--- config.mk ---
export PLATFORM = sky130hd
export DESIGN_NAME = perf_counter_sampler_flat
export DESIGN_NICKNAME = d
export VERILOG_FILES = /design/src/rtl/perf_counter_sampler_pkg.sv /design/src/rtl/perf_counter_sampler_if.sv /design/src/rtl/perf_sample_fifo.sv /design/src/rtl/perf_counter_sampler.sv /design/src/flat_wrapper.sv
export SDC_FILE = /design/constraint.sdc
export NUM_CORES = 2
export LEC_CHECK = 0
export ABC_AREA = 0
export BUFFER_PORTS_ARGS = -buffer_cell sky130_fd_sc_hd__buf_2
export CAP_MARGIN = 20
export CORE_MARGIN = 1
export CORE_UTILIZATION = 61
export CTS_CLUSTER_SIZE = 40
export DETAILED_ROUTE_END_ITERATION = 6
export PLACE_DENSITY = 0.81
export SETUP_SLACK_MARGIN = 0.02
export SLEW_MARGIN = 20
export SYNTH_ARGS = -nofsm -noshare
export SYNTH_HDL_FRONTEND = slang
export SYNTH_HIERARCHICAL = 1
export SYNTH_SLANG_ARGS = --single-unit
--- constraint.sdc ---
create_clock -name clk_i -period 23.9 [get_ports clk_i]
set_input_delay 0 -clock clk_i [delete_from_list [all_inputs] [get_ports clk_i]]
set_output_delay 0 -clock clk_i [all_outputs]
set_load 0.02 [all_outputs]
--- src/rtl/perf_counter_sampler_pkg.sv ---
`default_nettype none
// ============================================================================
// Module   : perf_counter_sampler_pkg
// Purpose  : Shared types, CSR addresses and mask helpers for the
//            performance-counter sampler.
// Revision : 1.0 - initial release
// ============================================================================
package perf_counter_sampler_pkg;

  localparam int XLEN           = 64;
  localparam int PERF_SEQ_WIDTH = 16;

  // Machine hardware performance counter CSR addresses (low and high halves)
  localparam logic [11:0] CSR_MHPM_COUNTER_3  = 12'hB03;
  localparam logic [11:0] CSR_MHPM_COUNTER_3H = 12'hB83;

  typedef struct packed {
    logic [PERF_SEQ_WIDTH-1:0] seq;
    logic [2:0]                idx;
    logic                      last;
    logic [63:0]               value;
  } perf_sample_t;

  typedef enum logic [2:0] {
    S_IDLE    = 3'd0,
    S_CHECK   = 3'd1,
    S_READ_LO = 3'd2,
    S_READ_HI = 3'd3,
    S_CLEAR   = 3'd4,
    S_PUSH    = 3'd5,
    S_DONE    = 3'd6
  } sampler_state_e;

  // Lowest set bit of mask at position >= from; returns 8 when there is none
  function automatic logic [3:0] next_set(input logic [7:0] mask, input logic [3:0] from);
    logic [3:0] r;
    r = 4'd8;
    for (int i = 7; i >= 0; i--) begin
      if (mask[i] && (i >= int'(from))) r = 4'(i);
    end
    return r;
  endfunction

  function automatic logic [3:0] popcount8(input logic [7:0] mask);
    logic [3:0] c;
    c = 4'd0;
    for (int i = 0; i < 8; i++) c = c + {3'b000, mask[i]};
    return c;
  endfunction

endpackage
`default_nettype wire

--- src/rtl/perf_counter_sampler_if.sv ---
`default_nettype none
// ============================================================================
// Module   : perf_counter_sampler_if
// Purpose  : Counter-port (req/gnt CSR access) and snapshot stream bundle.
//            master = sampler side, slave = counter bank / consumer side.
// Revision : 1.0 - initial release
// ============================================================================
interface perf_counter_sampler_if #(
  parameter int XLEN = 64
);
  import perf_counter_sampler_pkg::*;

  logic            req;
  logic            gnt;
  logic [11:0]     addr;
  logic            we;
  logic [XLEN-1:0] wdata;
  logic [XLEN-1:0] rdata;

  logic            sample_valid;
  logic            sample_ready;
  perf_sample_t    sample;

  modport master (
    output req, addr, we, wdata, sample_valid, sample,
    input  gnt, rdata, sample_ready
  );

  modport slave (
    input  req, addr, we, wdata, sample_valid, sample,
    output gnt, rdata, sample_ready
  );

endinterface
`default_nettype wire

--- src/rtl/perf_sample_fifo.sv ---
`default_nettype none
// ============================================================================
// Module   : perf_sample_fifo
// Purpose  : Synchronous FIFO with register-array head and free-count output.
//            A push into a full FIFO is accepted when a pop happens alongside.
// Revision : 1.0 - initial release
// ============================================================================
module perf_sample_fifo #(
  parameter int DEPTH = 8,
  parameter int WIDTH = 8
) (
  input  wire logic                       clk_i,
  input  wire logic                       rst_i,
  input  wire logic                       i_push,
  input  wire logic [WIDTH-1:0]           i_data,
  input  wire logic                       i_pop,
  output logic                            o_valid,
  output logic [WIDTH-1:0]                o_data,
  output logic [$clog2(DEPTH):0]          o_free
);
  localparam int AW = $clog2(DEPTH);
  localparam int CW = AW + 1;

  logic [WIDTH-1:0] r_mem [DEPTH];
  logic [AW-1:0]    r_wr;
  logic [AW-1:0]    r_rd;
  logic [CW-1:0]    r_cnt;
  logic             w_pop;
  logic             w_push;

  assign w_pop  = i_pop && (r_cnt != '0);
  assign w_push = i_push && ((r_cnt != CW'(DEPTH)) || w_pop);

  // Storage array; cleared on reset so the head reads zero when empty
  always_ff @(posedge clk_i or posedge rst_i) begin
    if (rst_i) begin
      for (int i = 0; i < DEPTH; i++) r_mem[i] <= '0;
    end else if (w_push) begin
      r_mem[r_wr] <= i_data;
    end
  end

  // Pointers wrap naturally because DEPTH is a power of two
  always_ff @(posedge clk_i or posedge rst_i) begin
    if (rst_i) begin
      r_wr  <= '0;
      r_rd  <= '0;
      r_cnt <= '0;
    end else begin
      if (w_push) r_wr <= r_wr + 1'b1;
      if (w_pop)  r_rd <= r_rd + 1'b1;
      r_cnt <= r_cnt + CW'(w_push) - CW'(w_pop);
    end
  end

  assign o_valid = (r_cnt != '0);
  assign o_data  = r_mem[r_rd];
  assign o_free  = CW'(DEPTH) - r_cnt;

endmodule
`default_nettype wire

--- src/rtl/perf_counter_sampler.sv ---
`default_nettype none
// ============================================================================
// Module   : perf_counter_sampler
// Purpose  : Walks the selected mhpmcounters on a timer tick or software
//            trigger, optionally clears them, and streams snapshots out.
// Revision : 1.0 - initial release
// ============================================================================
module perf_counter_sampler
  import perf_counter_sampler_pkg::*;
#(
  parameter int NUM_COUNTERS   = 6,
  parameter int FIFO_DEPTH     = 8,
  parameter int INTERVAL_WIDTH = 32,
  parameter int XLEN           = perf_counter_sampler_pkg::XLEN
) (
  input  wire logic                      clk_i,
  input  wire logic                      rst_i,
  input  wire logic                      enable_i,
  input  wire logic [INTERVAL_WIDTH-1:0] interval_i,
  input  wire logic                      trigger_i,
  input  wire logic [NUM_COUNTERS-1:0]   counter_mask_i,
  input  wire logic                      clear_on_read_i,
  input  wire logic                      debug_mode_i,
  output logic                           busy_o,
  output logic [15:0]                    drop_cnt_o,
  perf_counter_sampler_if.master         bus
);
  localparam int  CNT_W = $clog2(FIFO_DEPTH) + 1;
  localparam bit  IS32  = (XLEN == 32);

  sampler_state_e            r_state;
  sampler_state_e            w_next;
  logic [INTERVAL_WIDTH-1:0] r_timer;
  logic                      r_pending;
  logic                      r_clr_hi;
  logic [7:0]                r_mask;
  logic [2:0]                r_idx;
  logic [63:0]               r_value;
  logic [PERF_SEQ_WIDTH-1:0] r_seq;
  logic [15:0]               r_drop;

  logic [7:0]                w_mask_in;
  logic [3:0]                w_n;
  logic [2:0]                w_first;
  logic [3:0]                w_next_idx;
  logic                      w_last;
  logic                      w_fits;
  logic [CNT_W-1:0]          w_free;
  logic                      w_tmr_run;
  logic                      w_tmr_fire;
  logic                      w_pend_clr;
  logic                      w_push;
  logic                      w_req;
  logic                      w_addr_hi;
  logic [63:0]               w_rdata64;
  logic [$bits(perf_sample_t)-1:0] w_push_data;
  logic [$bits(perf_sample_t)-1:0] w_head;

  assign w_mask_in  = 8'(counter_mask_i);
  assign w_n        = popcount8(w_mask_in);
  assign w_first    = 3'(next_set(w_mask_in, 4'd0));
  assign w_next_idx = next_set(r_mask, {1'b0, r_idx} + 4'd1);
  assign w_last     = w_next_idx[3];
  assign w_fits     = int'(w_free) >= int'(w_n);

  // Read data widened to 64 bits so both halves use the same capture path
  if (XLEN == 32) begin : g_rd32
    assign w_rdata64 = {32'b0, bus.rdata};
  end else begin : g_rd64
    assign w_rdata64 = bus.rdata[63:0];
  end

  assign w_tmr_run  = enable_i && (interval_i != '0) && !debug_mode_i;
  assign w_tmr_fire = w_tmr_run && (r_timer == interval_i - 1'b1);

  // Interval timer; an out-of-range value after an interval change wraps silently
  always_ff @(posedge clk_i or posedge rst_i) begin
    if (rst_i) begin
      r_timer <= '0;
    end else if (w_tmr_run) begin
      if (r_timer >= interval_i - 1'b1) r_timer <= '0;
      else                              r_timer <= r_timer + 1'b1;
    end
  end

  // One-deep request flag; a new event in the CHECK cycle survives the clear
  always_ff @(posedge clk_i or posedge rst_i) begin
    if (rst_i) r_pending <= 1'b0;
    else       r_pending <= trigger_i || w_tmr_fire || (r_pending && !w_pend_clr);
  end

  // FSM state register
  always_ff @(posedge clk_i or posedge rst_i) begin
    if (rst_i) r_state <= S_IDLE;
    else       r_state <= w_next;
  end

  // FSM next state and strobes; debug mode freezes everything in place
  always_comb begin
    w_next     = r_state;
    w_req      = 1'b0;
    w_pend_clr = 1'b0;
    w_push     = 1'b0;
    if (!debug_mode_i) begin
      case (r_state)
        S_IDLE:    if (r_pending) w_next = S_CHECK;
        S_CHECK: begin
          w_pend_clr = 1'b1;
          w_next     = ((w_n == 4'd0) || !w_fits) ? S_IDLE : S_READ_LO;
        end
        S_READ_LO: begin
          w_req = 1'b1;
          if (bus.gnt) begin
            if (IS32)                 w_next = S_READ_HI;
            else if (clear_on_read_i) w_next = S_CLEAR;
            else                      w_next = S_PUSH;
          end
        end
        S_READ_HI: begin
          w_req = 1'b1;
          if (bus.gnt) w_next = clear_on_read_i ? S_CLEAR : S_PUSH;
        end
        S_CLEAR: begin
          w_req = 1'b1;
          if (bus.gnt && (!IS32 || r_clr_hi)) w_next = S_PUSH;
        end
        S_PUSH: begin
          w_push = 1'b1;
          w_next = w_last ? S_DONE : S_READ_LO;
        end
        S_DONE:    w_next = S_IDLE;
        default:   w_next = S_IDLE;
      endcase
    end
  end

  // Walk datapath: mask/index, captured value, sequence and drop counters
  always_ff @(posedge clk_i or posedge rst_i) begin
    if (rst_i) begin
      r_mask   <= '0;
      r_idx    <= '0;
      r_value  <= '0;
      r_seq    <= '0;
      r_drop   <= '0;
      r_clr_hi <= 1'b0;
    end else if (!debug_mode_i) begin
      case (r_state)
        S_CHECK: begin
          r_mask   <= w_mask_in;
          r_idx    <= w_first;
          r_clr_hi <= 1'b0;
          if ((w_n != 4'd0) && !w_fits && (r_drop != 16'hFFFF)) r_drop <= r_drop + 16'd1;
        end
        S_READ_LO: if (bus.gnt) r_value <= IS32 ? {r_value[63:32], w_rdata64[31:0]} : w_rdata64;
        S_READ_HI: if (bus.gnt) r_value[63:32] <= w_rdata64[31:0];
        S_CLEAR:   if (bus.gnt && IS32 && !r_clr_hi) r_clr_hi <= 1'b1;
        S_PUSH: begin
          r_idx    <= w_next_idx[2:0];
          r_clr_hi <= 1'b0;
        end
        S_DONE:    r_seq <= r_seq + 1'b1;
        default: ;
      endcase
    end
  end

  assign w_push_data = {r_seq, r_idx, w_last, r_value};

  perf_sample_fifo #(
    .DEPTH (FIFO_DEPTH),
    .WIDTH ($bits(perf_sample_t))
  ) u_fifo (
    .clk_i   (clk_i),
    .rst_i   (rst_i),
    .i_push  (w_push),
    .i_data  (w_push_data),
    .i_pop   (bus.sample_valid && bus.sample_ready),
    .o_valid (bus.sample_valid),
    .o_data  (w_head),
    .o_free  (w_free)
  );

  assign w_addr_hi  = (r_state == S_READ_HI) || ((r_state == S_CLEAR) && r_clr_hi);
  assign bus.req    = w_req;
  assign bus.we     = w_req && (r_state == S_CLEAR);
  assign bus.addr   = w_req ? ((w_addr_hi ? CSR_MHPM_COUNTER_3H : CSR_MHPM_COUNTER_3) + {9'b0, r_idx})
                            : 12'h000;
  assign bus.wdata  = '0;
  assign bus.sample = perf_sample_t'(w_head);
  assign busy_o     = (r_state != S_IDLE);
  assign drop_cnt_o = r_drop;

endmodule
`default_nettype wire

--- src/flat_wrapper.sv ---
// flat-port wrapper written by rule: the top's interface ports become plain ports
module perf_counter_sampler_flat import perf_counter_sampler_pkg::*;
#(
  parameter int NUM_COUNTERS   = 6,
  parameter int FIFO_DEPTH     = 8,
  parameter int INTERVAL_WIDTH = 32,
  parameter int XLEN           = perf_counter_sampler_pkg::XLEN
)
  (clk_i, rst_i, enable_i, interval_i, trigger_i, counter_mask_i, clear_on_read_i, debug_mode_i, busy_o, drop_cnt_o, bus_req, bus_addr, bus_we, bus_wdata, bus_sample_valid, bus_sample, bus_gnt, bus_rdata, bus_sample_ready);
  perf_counter_sampler_if #(.XLEN(XLEN)) bus_i ();
  input  wire logic clk_i;
  input  wire logic rst_i;
  input  wire logic enable_i;
  input  wire logic [INTERVAL_WIDTH-1:0] interval_i;
  input  wire logic trigger_i;
  input  wire logic [NUM_COUNTERS-1:0] counter_mask_i;
  input  wire logic clear_on_read_i;
  input  wire logic debug_mode_i;
  output logic busy_o;
  output logic [15:0] drop_cnt_o;
  output wire logic [$bits(bus_i.req)-1:0] bus_req;
  output wire logic [$bits(bus_i.addr)-1:0] bus_addr;
  output wire logic [$bits(bus_i.we)-1:0] bus_we;
  output wire logic [$bits(bus_i.wdata)-1:0] bus_wdata;
  output wire logic [$bits(bus_i.sample_valid)-1:0] bus_sample_valid;
  output wire logic [$bits(bus_i.sample)-1:0] bus_sample;
  input wire logic [$bits(bus_i.gnt)-1:0] bus_gnt;
  input wire logic [$bits(bus_i.rdata)-1:0] bus_rdata;
  input wire logic [$bits(bus_i.sample_ready)-1:0] bus_sample_ready;
  assign bus_req = bus_i.req;
  assign bus_addr = bus_i.addr;
  assign bus_we = bus_i.we;
  assign bus_wdata = bus_i.wdata;
  assign bus_sample_valid = bus_i.sample_valid;
  assign bus_sample = bus_i.sample;
  assign bus_i.gnt = bus_gnt;
  assign bus_i.rdata = bus_rdata;
  assign bus_i.sample_ready = bus_sample_ready;
  perf_counter_sampler #(.NUM_COUNTERS(NUM_COUNTERS), .FIFO_DEPTH(FIFO_DEPTH), .INTERVAL_WIDTH(INTERVAL_WIDTH), .XLEN(XLEN)) u_core (.clk_i(clk_i), .rst_i(rst_i), .enable_i(enable_i), .interval_i(interval_i), .trigger_i(trigger_i), .counter_mask_i(counter_mask_i), .clear_on_read_i(clear_on_read_i), .debug_mode_i(debug_mode_i), .busy_o(busy_o), .drop_cnt_o(drop_cnt_o), .bus(bus_i));
endmodule
==> run metrics <==
status=complete, no violations; via density per instance=6.326; prevailing post-synth register cell=dfrtp_1; cells resized by post-CTS repair=0; Core Area=0.06343 mm^2; standard cell area after detailed placement=0.04072 mm^2; count of flip-flops with a built-in enable after synthesis=0; Crit-path slowest cell=dfrtp_4; startpoint of the worst-slack reg-to-reg timing path=u_core/r_state[0]; CP Max Fanout=103; internal power summed over all cells=2.932 mW; final hold violation count=0; starting density of the core=62.00%; Multi-input gate area=0.01750 mm^2; last weighted congestion value of the routability-driven placer=0.8537; final clock skew=33.27 ps; CTS tree=built; library cell used as clock root buffer=clkbuf_16; Tmin final=4223 ps; type of element launching the critical path=register; area taken by flip-flops and latches=0.02061 mm^2; CTS sink count=823; switching power=1.401 mW; standard-cell row count=92; x dimension of the die=255.9 um; Antenna Violating Nets Remaining=0; count of state elements after synthesis=823; synth-to-layout area growth=14.03%; Data required, critical path=23900 ps; number of buffers on the longest clock path=3; Static Leak=22.03 nW; max-cap violations=0; type of the worst setup path=register to output pin; category of the worst setup path capture point=output pin; Gate Count Post-Synth=2717; die area=0.06548 mm^2; data arrival time of the worst path=4220 ps; global-route usage over all layers=30.73%; I/O pins=290; power share of the clock group=31.3%; initial DRC count=2239; maximum resistive drop on vdd=97.38 uV; final routed DRC violation total=0; worst-case headroom to the max-slew limit=29.13%; worst setup path endpoint=bus_sample[44]; Tightest Pin Transition=1063 ps; htree depth=3; R2R depth=6; total routed wirelength=99.08 mm; average cell area after synthesis=14.47 um^2; sum of negative setup slack=0 ps; # port buffers=221; vias in the first global route=26750; routed vias=24840; RSZ-0062 raised after global routing=false; class of the tightest hold or removal check=input pin to register; CP Buf/Inv Count=3; first-pass iteration count of the detailed router=6; number of buffers added by the clock tree synthesis step=84; fin cells=3927; Register-to-Register Setup Slack=20690 ps; Wirelength per Cell=25.23 um; Seq pwr share=44.4%; source of the critical timing path=u_core/u_fifo/r_rd[0]; ys async rst share=100.0%; portion of the clock cycle consumed by the worst path in the final layout=17.67%; Syn Std Cell Area=0.03932 mm^2; global-route wire length before repair=155.3 mm; antenna violations before repair=6; clock input transition at the sequential cells of the worst setup and hold paths=60 ps; maximum number of pins on one net before global-route repair=168; cells along the critical path=buf_12, buf_4, mux4_2, mux2_2, buf_2; total non-filler cell area in the finished layout=0.04484 mm^2; number of nets at the end of the flow=3183; final setup fails=0; Synth warnings=6; global-route congestion overflow total=0; Die Y-Extent=255.9 um; portion of total power attributed to combinational logic=24.3%; insertion delay to the later sink of the worst-skew pair=640 ps; HPWL after DPL=57.27 mm; fillcell total=3973; fraction of the yosys area taken by sequential cells=52.37%; switching part of the total=32.33%; Fmax achieved=236.8 MHz; number of logic stages on the critical path including buffering=5; number of unique standard cell types used by synthesis=73; total power per unit cell area=96.64 mW/mm^2; number of pins exceeding their max-slew limit in the final report=0; cell family with most CP delay=buffers and inverters; delay of the slowest critical-path stage=850 ps; fraction of layout instances using a drive strength above 1=39.60%; cell count after placement=3651; worst setup margin=19680 ps; destination of the worst register-to-register timing path=u_core/drop_cnt_o[1]; Overall Power=4.333 mW; worst setup slack before clock tree synthesis=19130 ps
routing by layer:
metal | wire [um] | GRT usage, %
met1 | 38740 | 39.04
met2 | 49020 | 50.88
met5 | 33 | 0
met3 | 6878 | 6.823
met4 | 4399 | 13.61
synthesized netlist by cell type, types with 4 or more instances:
cell type  number  area share (%)
nand4_1        31            0.49
mux2_2        623              18
and4_1          6            0.13
xor2_1         21            0.47
a32oi_1        10            0.22
o31ai_1         7            0.13
buf_1          15            0.14
and3_1          8            0.13
nor2_1         87            0.83
o211ai_1        5           0.095
clkbuf_1       44            0.42
o21ai_0        19            0.24
nor4_1         12            0.19
and2_1         15            0.24
a21o_1          6            0.11
xnor2_1        63             1.4
nor2b_1         9            0.14
mux4_2        168             9.6
nand3_1        60            0.76
ha_1           55             1.8
fa_1            4            0.20
buf_4         133             2.5
nand2b_1        5           0.080
a22o_1          4           0.089
buf_2          42            0.53
nor3_1         21            0.27
o2111ai_1       8            0.18
dfrtp_1       823              52
a31oi_1        35            0.56
a21oi_1        23            0.29
nand2_1        80            0.76
inv_1          39            0.37
mux2_1        172             4.9
through the flow:
step	utilization, %	hold WS (ps)
CTS	70.66	2.057
finish	70.70	23.33
global route	70.69	40.12
floorplan	-	107.9
global placement	64.20	239.7
detailed placement	64.20	250.4
area by class of cell:
type | count | area share, %
Inverter | 40 | 0.3627
Multi-Input combinational cell | 1685 | 39.02
Tap cell | 846 | 2.361
Timing Repair Buffer | 380 | 5.888
Antenna cell | 3 | 0.01674
Clock buffer | 116 | 5.427
Sequential cell | 823 | 45.95
Clock inverter | 34 | 0.9682
worst min-delay path by stage:
stage | startpoint | end | slack (ps) | cells after the start
floorplan | trigger_i | u_core/r_pending | 110 | 2
finish | bus_sample_ready | u_core/u_fifo/r_rd[2] | 20 | 5
global route | bus_sample_ready | u_core/u_fifo/r_rd[0] | 40 | 4
global placement | rst_i | u_core/drop_cnt_o[12] | 240 | 2
detailed placement | rst_i | u_core/drop_cnt_o[12] | 250 | 2
CTS | bus_sample_ready | u_core/u_fifo/r_rd[2] | 2 | 5
worst register-to-register path, stage by stage (launching register included):
cell       delay (ps)
dfrtp_1           520
nor3b_2           220
buf_4             190
nor2b_1           490
o2111ai_1         480
a41oi_2           780
mux2_2            410
state kept, by name, indices dropped and copies added, names as in the netlist:
name and flops:
u_core/r_pending 1, u_core/u_fifo/r_wr 3, u_core/u_fifo/r_mem 672, u_core/drop_cnt_o 16, u_core/u_fifo/r_cnt 4, u_core/r_state 3, u_core/r_seq 16, u_core/r_mask 6
u_core/r_idx 3, u_core/r_timer 32, u_core/r_value 64, u_core/u_fifo/r_rd 3
repair_timing:
item,4_1_cts,5_1_grt
endpoints found under the hold margin,271,0
hold buffers,123,0
buffers inserted,0,0
cell families after synthesis:
group	share of synthesized area, %
AOI/OAI and AO/OA	2.546
adders and majority gates	1.954
buffers and inverters	4.076
xor gates and xnor gates	1.871
DFF	52.37
muxes	32.41
and+or+nand+nor	4.757
other	0.009536
power by group through the flow:
stage	Clock [mW]	Combinational, mW	Sequential (mW)
6_report	1.35	1.05	1.93
4_1_cts	1.37	1.04	1.91
2_1_floorplan	0	0.821	1.77
5_1_grt	1.43	1.13	1.96
3_5_place_dp	0	0.984	1.93
3_3_place_gp	0	0.950	1.90
cells in the final DEF, fill, tap and decap left out, types with 6 or more instances in the layout:
cell	n
dfrtp_1	820
mux2_2	623
buf_2	221
mux2_1	172
mux4_2	168
dlygate4sd3_1	123
nor2_1	87
clkbuf_16	85
nand2_1	80
conb_1	68
xnor2_1	63
nand3_1	60
ha_1	55
inv_1	37
a31oi_1	35
buf_4	32
nand4_1	31
a21oi_1	22
nor3_1	21
xor2_1	21
clkbuf_8	19
o21ai_0	19
clkinv_2	18
and2_1	14
clkbuf_1	12
nor4_1	12
a32oi_1	10
bufinv_16	9
nor2b_1	9
and3_1	8
o31ai_1	7
a21o_1	6
and4_1	6
o2111ai_4	6
(Power assumes the default switching activity.)
